[src/rtl/bch_syndrome_calc_pkg.sv]
// Shared constants, types and GF(2^6) helpers for the BCH(63,51,t=2) receive path.
package bch63_pkg;

    localparam int unsigned N = 63;
    localparam int unsigned K = 51;
    localparam int unsigned M = 6;

    localparam logic [M:0] PRIM_POLY = 7'b1000011;

    typedef logic [M-1:0] gf64_t;

    typedef enum logic [1:0] {
        IDLE  = 2'd0,
        SHIFT = 2'd1,
        DONE  = 2'd2
    } state_t;

    // Multiply by alpha: shift left, fold x^6 back in as x+1.
    function automatic gf64_t gf_mul_alpha(input gf64_t a);
        gf64_t r;
        r = {a[M-2:0], 1'b0};
        if (a[M-1])
            r = r ^ PRIM_POLY[M-1:0];
        return r;
    endfunction

endpackage

[src/rtl/bch_syndrome_calc_horner_step.sv]
// One Horner step for both syndrome accumulators: acc*alpha^j + b.
module gf64_horner_step
    import bch63_pkg::*;
(
    input  gf64_t i_acc1,
    input  gf64_t i_acc3,
    input  logic  i_bit,
    output gf64_t o_acc1,
    output gf64_t o_acc3
);

    gf64_t w_mul1;
    gf64_t w_mul3;

    // Three chained alpha steps collapse to pure XOR logic in one cycle.
    always_comb begin
        w_mul1 = gf_mul_alpha(i_acc1);
        w_mul3 = gf_mul_alpha(gf_mul_alpha(gf_mul_alpha(i_acc3)));
    end

    assign o_acc1 = {w_mul1[M-1:1], w_mul1[0] ^ i_bit};
    assign o_acc3 = {w_mul3[M-1:1], w_mul3[0] ^ i_bit};

endmodule

[src/rtl/bch_syndrome_calc.sv]
// Serial MSB-first syndrome evaluator: S1 = r(alpha), S3 = r(alpha^3) over GF(2^6).
module bch_syndrome_calc
    import bch63_pkg::*;
(
    input  logic         clk,
    input  logic         reset,
    input  logic [N-1:0] codeword,
    input  logic         start,
    output logic         busy,
    output logic         done,
    output logic [M-1:0] s1,
    output logic [M-1:0] s3,
    output logic         err_detected
);

    state_t       r_state;
    logic [N-1:0] r_word;
    logic [5:0]   r_cnt;
    gf64_t        r_acc1;
    gf64_t        r_acc3;
    logic         r_busy;
    logic         r_done;
    gf64_t        r_s1;
    gf64_t        r_s3;
    logic         r_err;

    logic         w_bit;
    gf64_t        w_acc1_nxt;
    gf64_t        w_acc3_nxt;

    assign w_bit = r_word[r_cnt];

    gf64_horner_step u_step (
        .i_acc1 (r_acc1),
        .i_acc3 (r_acc3),
        .i_bit  (w_bit),
        .o_acc1 (w_acc1_nxt),
        .o_acc3 (w_acc3_nxt)
    );

    always_ff @(posedge clk or posedge reset) begin
        if (reset) begin
            r_state <= IDLE;
            r_word  <= '0;
            r_cnt   <= '0;
            r_acc1  <= '0;
            r_acc3  <= '0;
            r_busy  <= 1'b0;
            r_done  <= 1'b0;
            r_s1    <= '0;
            r_s3    <= '0;
            r_err   <= 1'b0;
        end else begin
            r_done <= 1'b0;
            case (r_state)
                IDLE: begin
                    if (start) begin
                        r_word  <= codeword;
                        r_acc1  <= '0;
                        r_acc3  <= '0;
                        r_cnt   <= 6'(N - 1);
                        r_busy  <= 1'b1;
                        r_state <= SHIFT;
                    end
                end
                SHIFT: begin
                    r_acc1 <= w_acc1_nxt;
                    r_acc3 <= w_acc3_nxt;
                    if (r_cnt == '0)
                        r_state <= DONE;
                    else
                        r_cnt <= r_cnt - 6'd1;
                end
                DONE: begin
                    r_s1    <= r_acc1;
                    r_s3    <= r_acc3;
                    r_err   <= (|r_acc1) | (|r_acc3);
                    r_done  <= 1'b1;
                    r_busy  <= 1'b0;
                    r_state <= IDLE;
                end
                default: begin
                    r_busy  <= 1'b0;
                    r_state <= IDLE;
                end
            endcase
        end
    end

    assign busy         = r_busy;
    assign done         = r_done;
    assign s1           = r_s1;
    assign s3           = r_s3;
    assign err_detected = r_err;

endmodule

[config.mk]
export PLATFORM = sky130hd
export DESIGN_NAME = bch_syndrome_calc
export DESIGN_NICKNAME = d
export VERILOG_FILES = /design/src/rtl/bch_syndrome_calc_pkg.sv /design/src/rtl/bch_syndrome_calc_horner_step.sv /design/src/rtl/bch_syndrome_calc.sv
export SDC_FILE = /design/constraint.sdc
export NUM_CORES = 1
export LEC_CHECK = 0
export CORE_ASPECT_RATIO = 0.8
export CORE_MARGIN = 2
export CORE_UTILIZATION = 35
export CTS_CLUSTER_DIAMETER = 150
export DETAILED_ROUTE_END_ITERATION = 7
export PLACE_DENSITY = 0.62
export SLEW_MARGIN = 20
export SYNTH_ARGS = -nofsm -noshare
export SYNTH_HDL_FRONTEND = slang
export SYNTH_SLANG_ARGS = --single-unit
[constraint.sdc]
create_clock -name clk -period 3.9 [get_ports clk]
set_input_delay 0.585 -clock clk [delete_from_list [all_inputs] [get_ports clk]]
set_output_delay 0.585 -clock clk [all_outputs]
set_load 0.05 [all_outputs]
* Word-level counts from Yosys, hierarchy flattened
Cells that the tools add are included.
** Operators by class
- Shift-type cells :: 0
- Multipliers :: 0
- Divide/modulo/power cells :: 0
- Mux-type cells :: 18
- Equality and inequality tests :: 5
- Reduce and logical (&&, ||, !) cells :: 10
- Add/sub/neg operators :: 1
- $lt $le $gt $ge :: 1
- Bitwise operators :: 8
** Operators with widths (number)
- $pmux W6 S2 :: 3
- $mux W6 :: 3
- $mux W2 :: 6
- $reduce_or A6 Y1 :: 2
- $not A2 Y2 :: 4
- $reduce_and A2 Y1 :: 4
- $lt A6 B7 Y1 const B :: 1
- $bmux W1 S6 :: 1
- $logic_not A6 Y1 :: 1
- $ne A2 B2 Y1 const B :: 3
- $sub A6 B1 Y6 const B :: 1
- $pmux W2 S2 :: 1
- $mux W1 :: 3
- $reduce_and A3 Y1 :: 1
- $eq A2 B1 Y1 const B :: 1
- $eq A2 B2 Y1 const B :: 1
- $logic_not A2 Y1 :: 1
- $pmux W1 S2 :: 1
- $reduce_bool A2 Y1 :: 1
- $xor A1 B1 Y1 :: 2
- $not A1 Y1 :: 1
- $or A1 B1 Y1 :: 1
** Word-level totals
- Bits in writable memories :: 0
- Word-level logic and storage cells :: 53
- Bits of input ports :: 66
- Flip-flop bits (word level) :: 98
- Latch bits :: 0
- Memory bits (read-only) :: 0
- Output and inout port bits :: 15
- Memories kept :: 0

* Depth between registers and ports, before layout
Gate-level depths: netlist of run 1.
- Depth in word-level cells :: 8
- Mapped depth :: 10
- Gate-level depth less buffers :: 8

* Cells and area by module
A second synthesis of run 1 with hierarchy kept.
** Second synthesis, totals
- Cells, all modules :: 429
- Area, all modules :: 4380.5 µm²
** Modules (own cells, without submodules)
- bch_syndrome_calc :: cells an instance 417, area an instance 4282.9 µm², sequential area each 2452.4 µm², times used 1
- gf64_horner_step :: cells an instance 12, area an instance 97.6 µm², sequential area each 0.0 µm², times used 1

* Worst setup path before layout of run 1
OpenSTA, ideal clock, no wires.
- Path type :: flip-flop to flip-flop
- Start :: reg r_cnt[1]
- End :: reg r_cnt[5]
- Buffers on the path :: 2
- Slack :: 1.591 ns
- Library setup time :: 0.134 ns
- Clock period less this slack :: 2.309 ns
- Data arrival time :: 2.175 ns
- Cell stages (with the launch flop) :: 11
- Required time :: 3.766 ns
- Cells stage by stage :: dfrtp_1 buf_2 buf_2 inv_1 ha_1 or4b_2 o21ai_2 nor3_1 nand2_1 xor2_1 nand2_1
** On the way
- Cells in the longest elaborated chain, start to end :: 3
- Elaborated cells on any way between the ends :: 6
- Classes of those cells :: add/sub: 1; eq/ne: 1; mux: 2; reduce/logical: 2
** RTL lines
- start: declaration :: RTL line bch_syndrome_calc.sv:18 : logic [5:0] r_cnt;
- start signal: assignment :: RTL line bch_syndrome_calc.sv:61 : r_cnt <= 6'(N - 1);
- start signal: assignment :: RTL line bch_syndrome_calc.sv:72 : r_cnt <= r_cnt - 6'd1;
- $sub A6 B1 Y6 or $logic_not A6 Y1 (tied branches) :: RTL line bch_syndrome_calc.sv:72, bch_syndrome_calc.sv:69
- $mux W6 or $ne A2 B2 Y1 (tied branches)
- $pmux W6 S2 or $reduce_and A3 Y1 (tied branches)
Several ways; a longest one is shown, not always the timed one. The select of a mux whose other input is x is not followed.
A chain may end at the register's enable or synchronous reset.

* Worst setup path after layout of run 1
- Start :: reg r_cnt[0]
- End :: reg r_acc1[0]
** On the way
- Cells in the longest elaborated chain, start to end :: 4
** RTL lines
- $bmux W1 S6 :: RTL line bch_syndrome_calc.sv:31 : assign w_bit = r_word[r_cnt];
- $mux W1 (implied by the code) :: RTL line bch_syndrome_calc.sv:31
- $xor A1 B1 Y1 :: RTL line bch_syndrome_calc_horner_step.sv:21 : assign o_acc1 = {w_mul1[M-1:1], w_mul1[0] ^ i_bit};
- $pmux W6 S2 :: RTL line bch_syndrome_calc.sv:55 : case (r_state)
- end signal: assignment :: RTL line bch_syndrome_calc.sv:67 : r_acc1 <= w_acc1_nxt;
- end: declaration :: RTL line bch_syndrome_calc.sv:19 : gf64_t r_acc1;
No other way between the ends. The select of a mux whose other input is x is not followed.

==> impl_metrics.py, run 1 <==
metrics = {
    "worst_setup_path": {
        "path_max_fanout": 21,
        "crit_chain": "mux4_1 -> a221oi_2 -> nand3_1 -> a32oi_2 -> xnor2_1 -> a22o_1",
        "reg2reg_depth": 6,
        "critical-path-max-stage-delay_ns": 0.94,
        "critPathRequiredTime_ns": 4.13,
        "startpoint_type": "register",
        "end_kind": "register",
        "cpMaxStageDelayCell": "dfrtp_1",
        "cp.arrival_ns": 2.94,
        "path_class": "reg -> reg",
    },
    "floorplanning": {
        "die_w_microns": 129,
        "fp.dieH_microns": 104,
        "start_util": 0.359,
        "row_count": 36,
        "core_area_sq_mm": 0.0122,
        "die_area_sq_mm": 0.0134,
        "top_level_ports": 81,
    },
    "routing": {
        "wl_met1_mm": 4.90,
        "drc": 0,
        "wl_mm": 9.52,
        "dr.max_layer_used": "met4",
        "route.met2.wl_mm": 3.98,
        "routedWlPerCell_microns": 14.1,
        "via_per_inst": 4.69,
        "num_vias": 3167,
        "met3WireLength_microns": 514,
        "drt_first_pass_iters": 4,
        "drtIter0Drc": 195,
        "antenna_left": 0,
    },
    "clock_network": {
        "cts_buffers": 9,
        "cts.sinks": 98,
        "holdBufCountCts": 0,
        "cts_tree": "built",
        "root_buffer": "clkbuf_16",
        "clk_latency_ns": 0.34,
        "cts_resized": 0,
        "post-cts-setup-buffers": 0,
        "htreeDepth": 3,
        "clockBufferDepth": 2,
        "clkTransAtPathRegs_ns": 0.06,
    },
    "sta": {
        "finalMaxSlewViolations": 0,
        "clock.fmax_ghz": 0.368,
        "min_period_ns": 2.72,
        "period_share": 0.696,
        "setup_viol": 0,
        "rsz0062_at_grt": "no",
        "setup_tns_ns": 0,
        "slew_headroom": 0.365,
        "finalClockSkew_ns": 0.00440,
        "setup_ws_ns": 1.18,
        "worst_pin_slew_ns": 0.952,
        "hold_viol": 0,
    },
    "global_routing": {
        "antenna_found_initial": 0,
        "grt_max_degree": 80,
        "grt_pass1_vias": 3247,
        "grt_overflow_total": 0,
        "grt_usage": 0.152,
        "grt_first_pass_wirelength_mm": 16.1,
    },
    "place": {
        "place_inst": 660,
        "gp_congestion": 0.811,
        "dp_slack_ns": 1.17,
        "numPortBuffers": 80,
        "hpwl_mm": 6.50,
    },
    "power": {
        "max-vdd-ir-drop_mv": 0.221,
        "pwr-share-seq": 0.517,
        "power.switching_fraction": 0.194,
        "clockPowerShare": 0.438,
        "netSwitchingPower_uw": 381,
        "p_int_mw": 1.58,
        "p_leak_nw": 2.82,
        "comb_power_share": 0.045,
        "p_per_area_mw_per_mm2": 350,
        "finalPower_mw": 1.96,
    },
    "hold_path": {
        "hp-class": "reg -> reg",
        "whs_path_depth": 2,
    },
    "synthesis": {
        "ys_types": 37,
        "yosys_warnings": 0,
        "yosys.area.top_type": "dfrtp_1",
        "yosys.area.top_type_share": 0.560,
        "synth_area_leaders": "dfrtp_1 (56%), nand2_1 (17%), mux4_1 (4.8%)",
        "synth_async_sr_flop_share": 1.00,
        "ys_top_cells_by_count": "nand2_1 (201), dfrtp_1 (98), clkbuf_1 (20)",
        "avgSynthCellArea_sq_um": 10.2,
        "netlist_instances": 431,
        "ys_seq_elements": 98,
        "synth_ff_type": "dfrtp_1",
        "synth_edf_count": 0,
        "syn_area_sq_mm": 0.00438,
        "post-synth-top-count-cell": "nand2_1",
        "synth_fp_nets": 500,
        "synth_seq_area_share": 0.560,
    },
    "flow_run": {
        "maxCapViolations": 0,
    },
    "finish": {
        "finalNonFillerCells": 675,
        "areaGrowthSynthToFinish_pct": 28.1,
        "drive_gt1_frac": 0.0913,
        "n_fill_cell": 1169,
        "n_antenna_cell": 0,
        "fin_util": 0.460,
        "finalNetCount": 569,
    },
    "outcome": {
        "outcome": "finished, final reports clean",
    },
}
[flip-flops by register name, summed over array words and instances, names as in the netlist]
register / cells
err_detected: 1
busy: 1
r_acc1: 6
r_state: 2
r_acc3: 6
done: 1
r_cnt: 6
s1: 6
s3: 6
r_word: 63
[layer usage]
metal	vias up	track usage
met5	-	0
met4	0	0.0474
met1	1512	0.233
met3	10	0.0427
li1	1561	-
met2	84	0.206
[power groups by stage]
stage          registers [mW]  clock network (mW)  logic, mW
2_1_floorplan            1.04                   0     0.0155
3_3_place_gp             1.04                   0     0.0888
3_5_place_dp             1.04                   0     0.0902
4_1_cts                  1.02               0.882     0.0910
5_1_grt                  1.02               0.923     0.0970
6_report                 1.02               0.860     0.0882
[layout by cell type, fill, tap and decap left out, types with 2 or more instances in the layout]
| master | instances |
|---|---|
| nand2_1 | 200 |
| dfrtp_1 | 98 |
| clkdlybuf4s50_1 | 80 |
| mux2_2 | 15 |
| a22o_1 | 12 |
| clkbuf_16 | 9 |
| inv_1 | 8 |
| mux4_1 | 8 |
| nand3_1 | 7 |
| nor2_1 | 5 |
| mux4_2 | 5 |
| xnor2_1 | 5 |
| xor2_1 | 4 |
| nor4_1 | 4 |
| buf_4 | 4 |
| nor2b_1 | 3 |
| nor3_1 | 3 |
| ha_1 | 3 |
| mux2i_1 | 2 |
| nor3b_1 | 2 |
| a221oi_1 | 2 |
| o21ai_0 | 2 |
| clkinv_2 | 2 |
| clkbuf_1 | 2 |
[worst max-delay path, delay by kind of cell, from the launching register on]
kind                      cells  cell delay, ns
DFF                           1            0.94
muxes                         1            0.67
and+or+nand+nor               1            0.12
AOI/OAI and AO/OA             3            0.77
xor gates and xnor gates      1            0.09
[cell type report]
cell class,instances,area [sq um],share of cell area
flip-flops and latches,98,2450,0.437
multi-input cells,298,1790,0.319
repair buffers,84,831,0.148
clock buffers,12,246,0.0439
well taps,171,214,0.0381
clock inverters,3,40.0,0.00713
inverters,9,36.3,0.00647
[metrics by stage]
stage                     area, sq um  hold slack, ns
after floorplan                  4380           0.437
after CTS                        5610           0.475
after global placement           5320           0.454
after global routing             5610           0.495
final                            5610           0.470
after detailed placement         5320           0.459
[path summary, 6_finish.rpt]
path                            start         end  slack (ns)
min in group asynchronous       reset   r_word[0]        0.82
hold / removal             r_word[47]  r_word[47]        0.47
setup reg to reg             r_cnt[0]   r_acc1[0]        1.18
setup / recovery             r_cnt[0]   r_acc1[0]        1.18
max in group asynchronous       reset  r_word[37]        2.33
hold reg to reg            r_word[47]  r_word[47]        0.47
[cell families (layout without fill, tap and decap cells)]
kind of cell | count (synthesis) | after routing | synth area share
AOI/OAI and AO/OA | 27 | 27 | 0.0548
xor gates and xnor gates | 9 | 9 | 0.0180
adders and majority gates | 3 | 3 | 0.00857
buffers and inverters | 35 | 108 | 0.0328
DFF | 98 | 98 | 0.560
muxes | 31 | 31 | 0.119
and+or+nand+nor | 228 | 228 | 0.207
(Power assumes the default switching activity.)
==> inputs of run 2 (changes only) <==
- PLACE_DENSITY: 0.62 -> 0.64
- clock period: 3.9 -> 2.4 ns (I/O delays scaled with it)
==> impl_metrics.py, run 2 (synthesis gave the netlist of run 1 again) <==
metrics = {
    "routing": {
        "via_per_inst": 4.73,
        "routedWlPerCell_microns": 14.2,
        "wl_mm": 9.74,
        "drc": 0,
        "drtIter0Drc": 194,
        "drt_first_pass_iters": 4,
        "antenna_left": 0,
        "num_vias": 3233,
    },
    "clock_network": {
        "cts_tree": "built",
        "htreeDepth": 3,
        "cts.sinks": 98,
        "cts_resized": 0,
        "clkTransAtPathRegs_ns": 0.07,
        "root_buffer": "clkbuf_16",
        "holdBufCountCts": 0,
        "post-cts-setup-buffers": 0,
        "clockBufferDepth": 2,
        "cts_buffers": 9,
        "clk_latency_ns": 0.34,
    },
    "sta": {
        "setup_tns_ns": 0,
        "setup_ws_ns": 0.176,
        "finalClockSkew_ns": 0.0100,
        "rsz0062_at_grt": "no",
        "setup_viol": 0,
        "worst_pin_slew_ns": 0.894,
        "min_period_ns": 2.22,
        "slew_headroom": 0.403,
        "clock.fmax_ghz": 0.450,
        "period_share": 0.927,
        "finalMaxSlewViolations": 0,
        "hold_viol": 0,
    },
    "finish": {
        "areaGrowthSynthToFinish_pct": 31.6,
        "drive_gt1_frac": 0.107,
        "finalNetCount": 577,
        "seq_area_sq_mm": 0.00245,
        "most-common-layout-cells": "nand2_1 (200), dfrtp_1 (98), clkdlybuf4s50_1 (80), mux2_2 (15), a22o_1 (12)",
        "n_fill_cell": 1144,
        "multiInputGateArea_sq_mm": 0.00179,
        "largest_register": "r_word",
        "final_common_cell": "nand2_1",
        "fin_area_sq_mm": 0.00576,
        "largest_register_ffs": 63,
        "n_antenna_cell": 0,
    },
    "worst_setup_path": {
        "critPathRequiredTime_ns": 2.63,
        "worstPathBufferInverterCount": 1,
        "path_max_fanout": 9,
        "crit_chain": "buf_4 -> mux4_1 -> mux2i_1 -> o2111ai_1 -> a32oi_2 -> xnor2_1 -> a22o_1",
        "critical-path-max-stage-delay_ns": 0.56,
        "cp.arrival_ns": 2.46,
        "r2r-end": "r_acc3[0]",
        "path_class": "reg -> reg",
        "cpMaxStageDelayCell": "mux4_1",
        "rrSetupSlack_ns": 0.18,
        "end_kind": "register",
        "cpLargestDelayFamily": "multiplexers",
        "reg2reg_depth": 7,
        "timing.rr.start": "r_cnt[0]",
        "startpoint_type": "register",
    },
    "floorplanning": {
        "top_level_ports": 81,
        "die_w_microns": 129,
        "row_count": 36,
        "core_area_sq_mm": 0.0122,
        "fp.dieH_microns": 104,
        "die_area_sq_mm": 0.0134,
        "start_util": 0.359,
    },
    "global_routing": {
        "antenna_found_initial": 0,
        "grt_max_degree": 72,
        "grt_usage": 0.157,
        "grt_pass1_vias": 3374,
        "grt_overflow_total": 0,
        "grt_first_pass_wirelength_mm": 16.6,
    },
    "outcome": {
        "outcome": "finished, final reports clean",
    },
    "power": {
        "p_per_area_mw_per_mm2": 583,
        "max-vdd-ir-drop_mv": 0.340,
        "p_int_mw": 2.72,
        "p_leak_nw": 2.89,
        "clockPowerShare": 0.464,
        "netSwitchingPower_uw": 639,
        "comb_power_share": 0.045,
        "power.switching_fraction": 0.190,
        "pwr-share-seq": 0.491,
    },
    "hold_path": {
        "hp-class": "in -> async",
    },
    "place": {
        "hpwl_mm": 6.93,
        "gp_congestion": 0.851,
        "numPortBuffers": 80,
        "dp_slack_ns": 0.178,
        "placed_area_sq_mm": 0.00543,
    },
    "flow_run": {
        "maxCapViolations": 0,
    },
}
==> run 2: layer usage <==
layer / GRT usage / up-vias / wire, microns
li1: - / 1575 / -
met1: 0.225 / 1571 / 4760
met2: 0.237 / 79 / 4390
met3: 0.0355 / 8 / 471
met4: 0.0466 / 0 / 119
met5: 0 / - / 0
==> run 2: power groups by stage <==
stage	logic [mW]	registers [mW]	clock network, mW
2_1_floorplan	0.0256	1.68	0
3_3_place_gp	0.151	1.68	0
3_5_place_dp	0.154	1.68	0
4_1_cts	0.155	1.65	1.60
5_1_grt	0.165	1.65	1.66
6_report	0.150	1.65	1.56
==> run 2: how the worst max path moves through the flow <==
stage,endpoint,slack (ns),cells after the start,from
floorplan,r_cnt[5],0.09,10,r_cnt[1]
global placement,r_acc3[0],0.23,7,r_cnt[0]
detailed placement,r_acc1[0],0.18,7,r_cnt[0]
CTS,r_acc1[0],0.15,7,r_cnt[0]
global route,r_cnt[5],0.03,6,r_cnt[2]
finish,r_acc3[0],0.18,7,r_cnt[0]
==> run 2: metrics by stage <==
| stage | util | instances | hold slack (ns) | power (mW) |
|---|---|---|---|---|
| after floorplan | - | 431 | 0.437 | 1.71 |
| after global placement | 0.445 | 668 | 0.457 | 1.83 |
| after detailed placement | 0.445 | 668 | 0.459 | 1.84 |
| after CTS | 0.472 | 684 | 0.470 | 3.40 |
| after global routing | 0.472 | 684 | 0.486 | 3.48 |
| final | 0.472 | 684 | 0.452 | 3.36 |
==> run 2: cell type report <==
| type | count | share of cell area |
|---|---|---|
| Sequential cell | 98 | 0.426 |
| Multi-Input combinational cell | 298 | 0.310 |
| Timing Repair Buffer | 92 | 0.163 |
| Clock buffer | 12 | 0.0445 |
| Tap cell | 171 | 0.0371 |
| Clock inverter | 4 | 0.0128 |
| Inverter | 9 | 0.00651 |
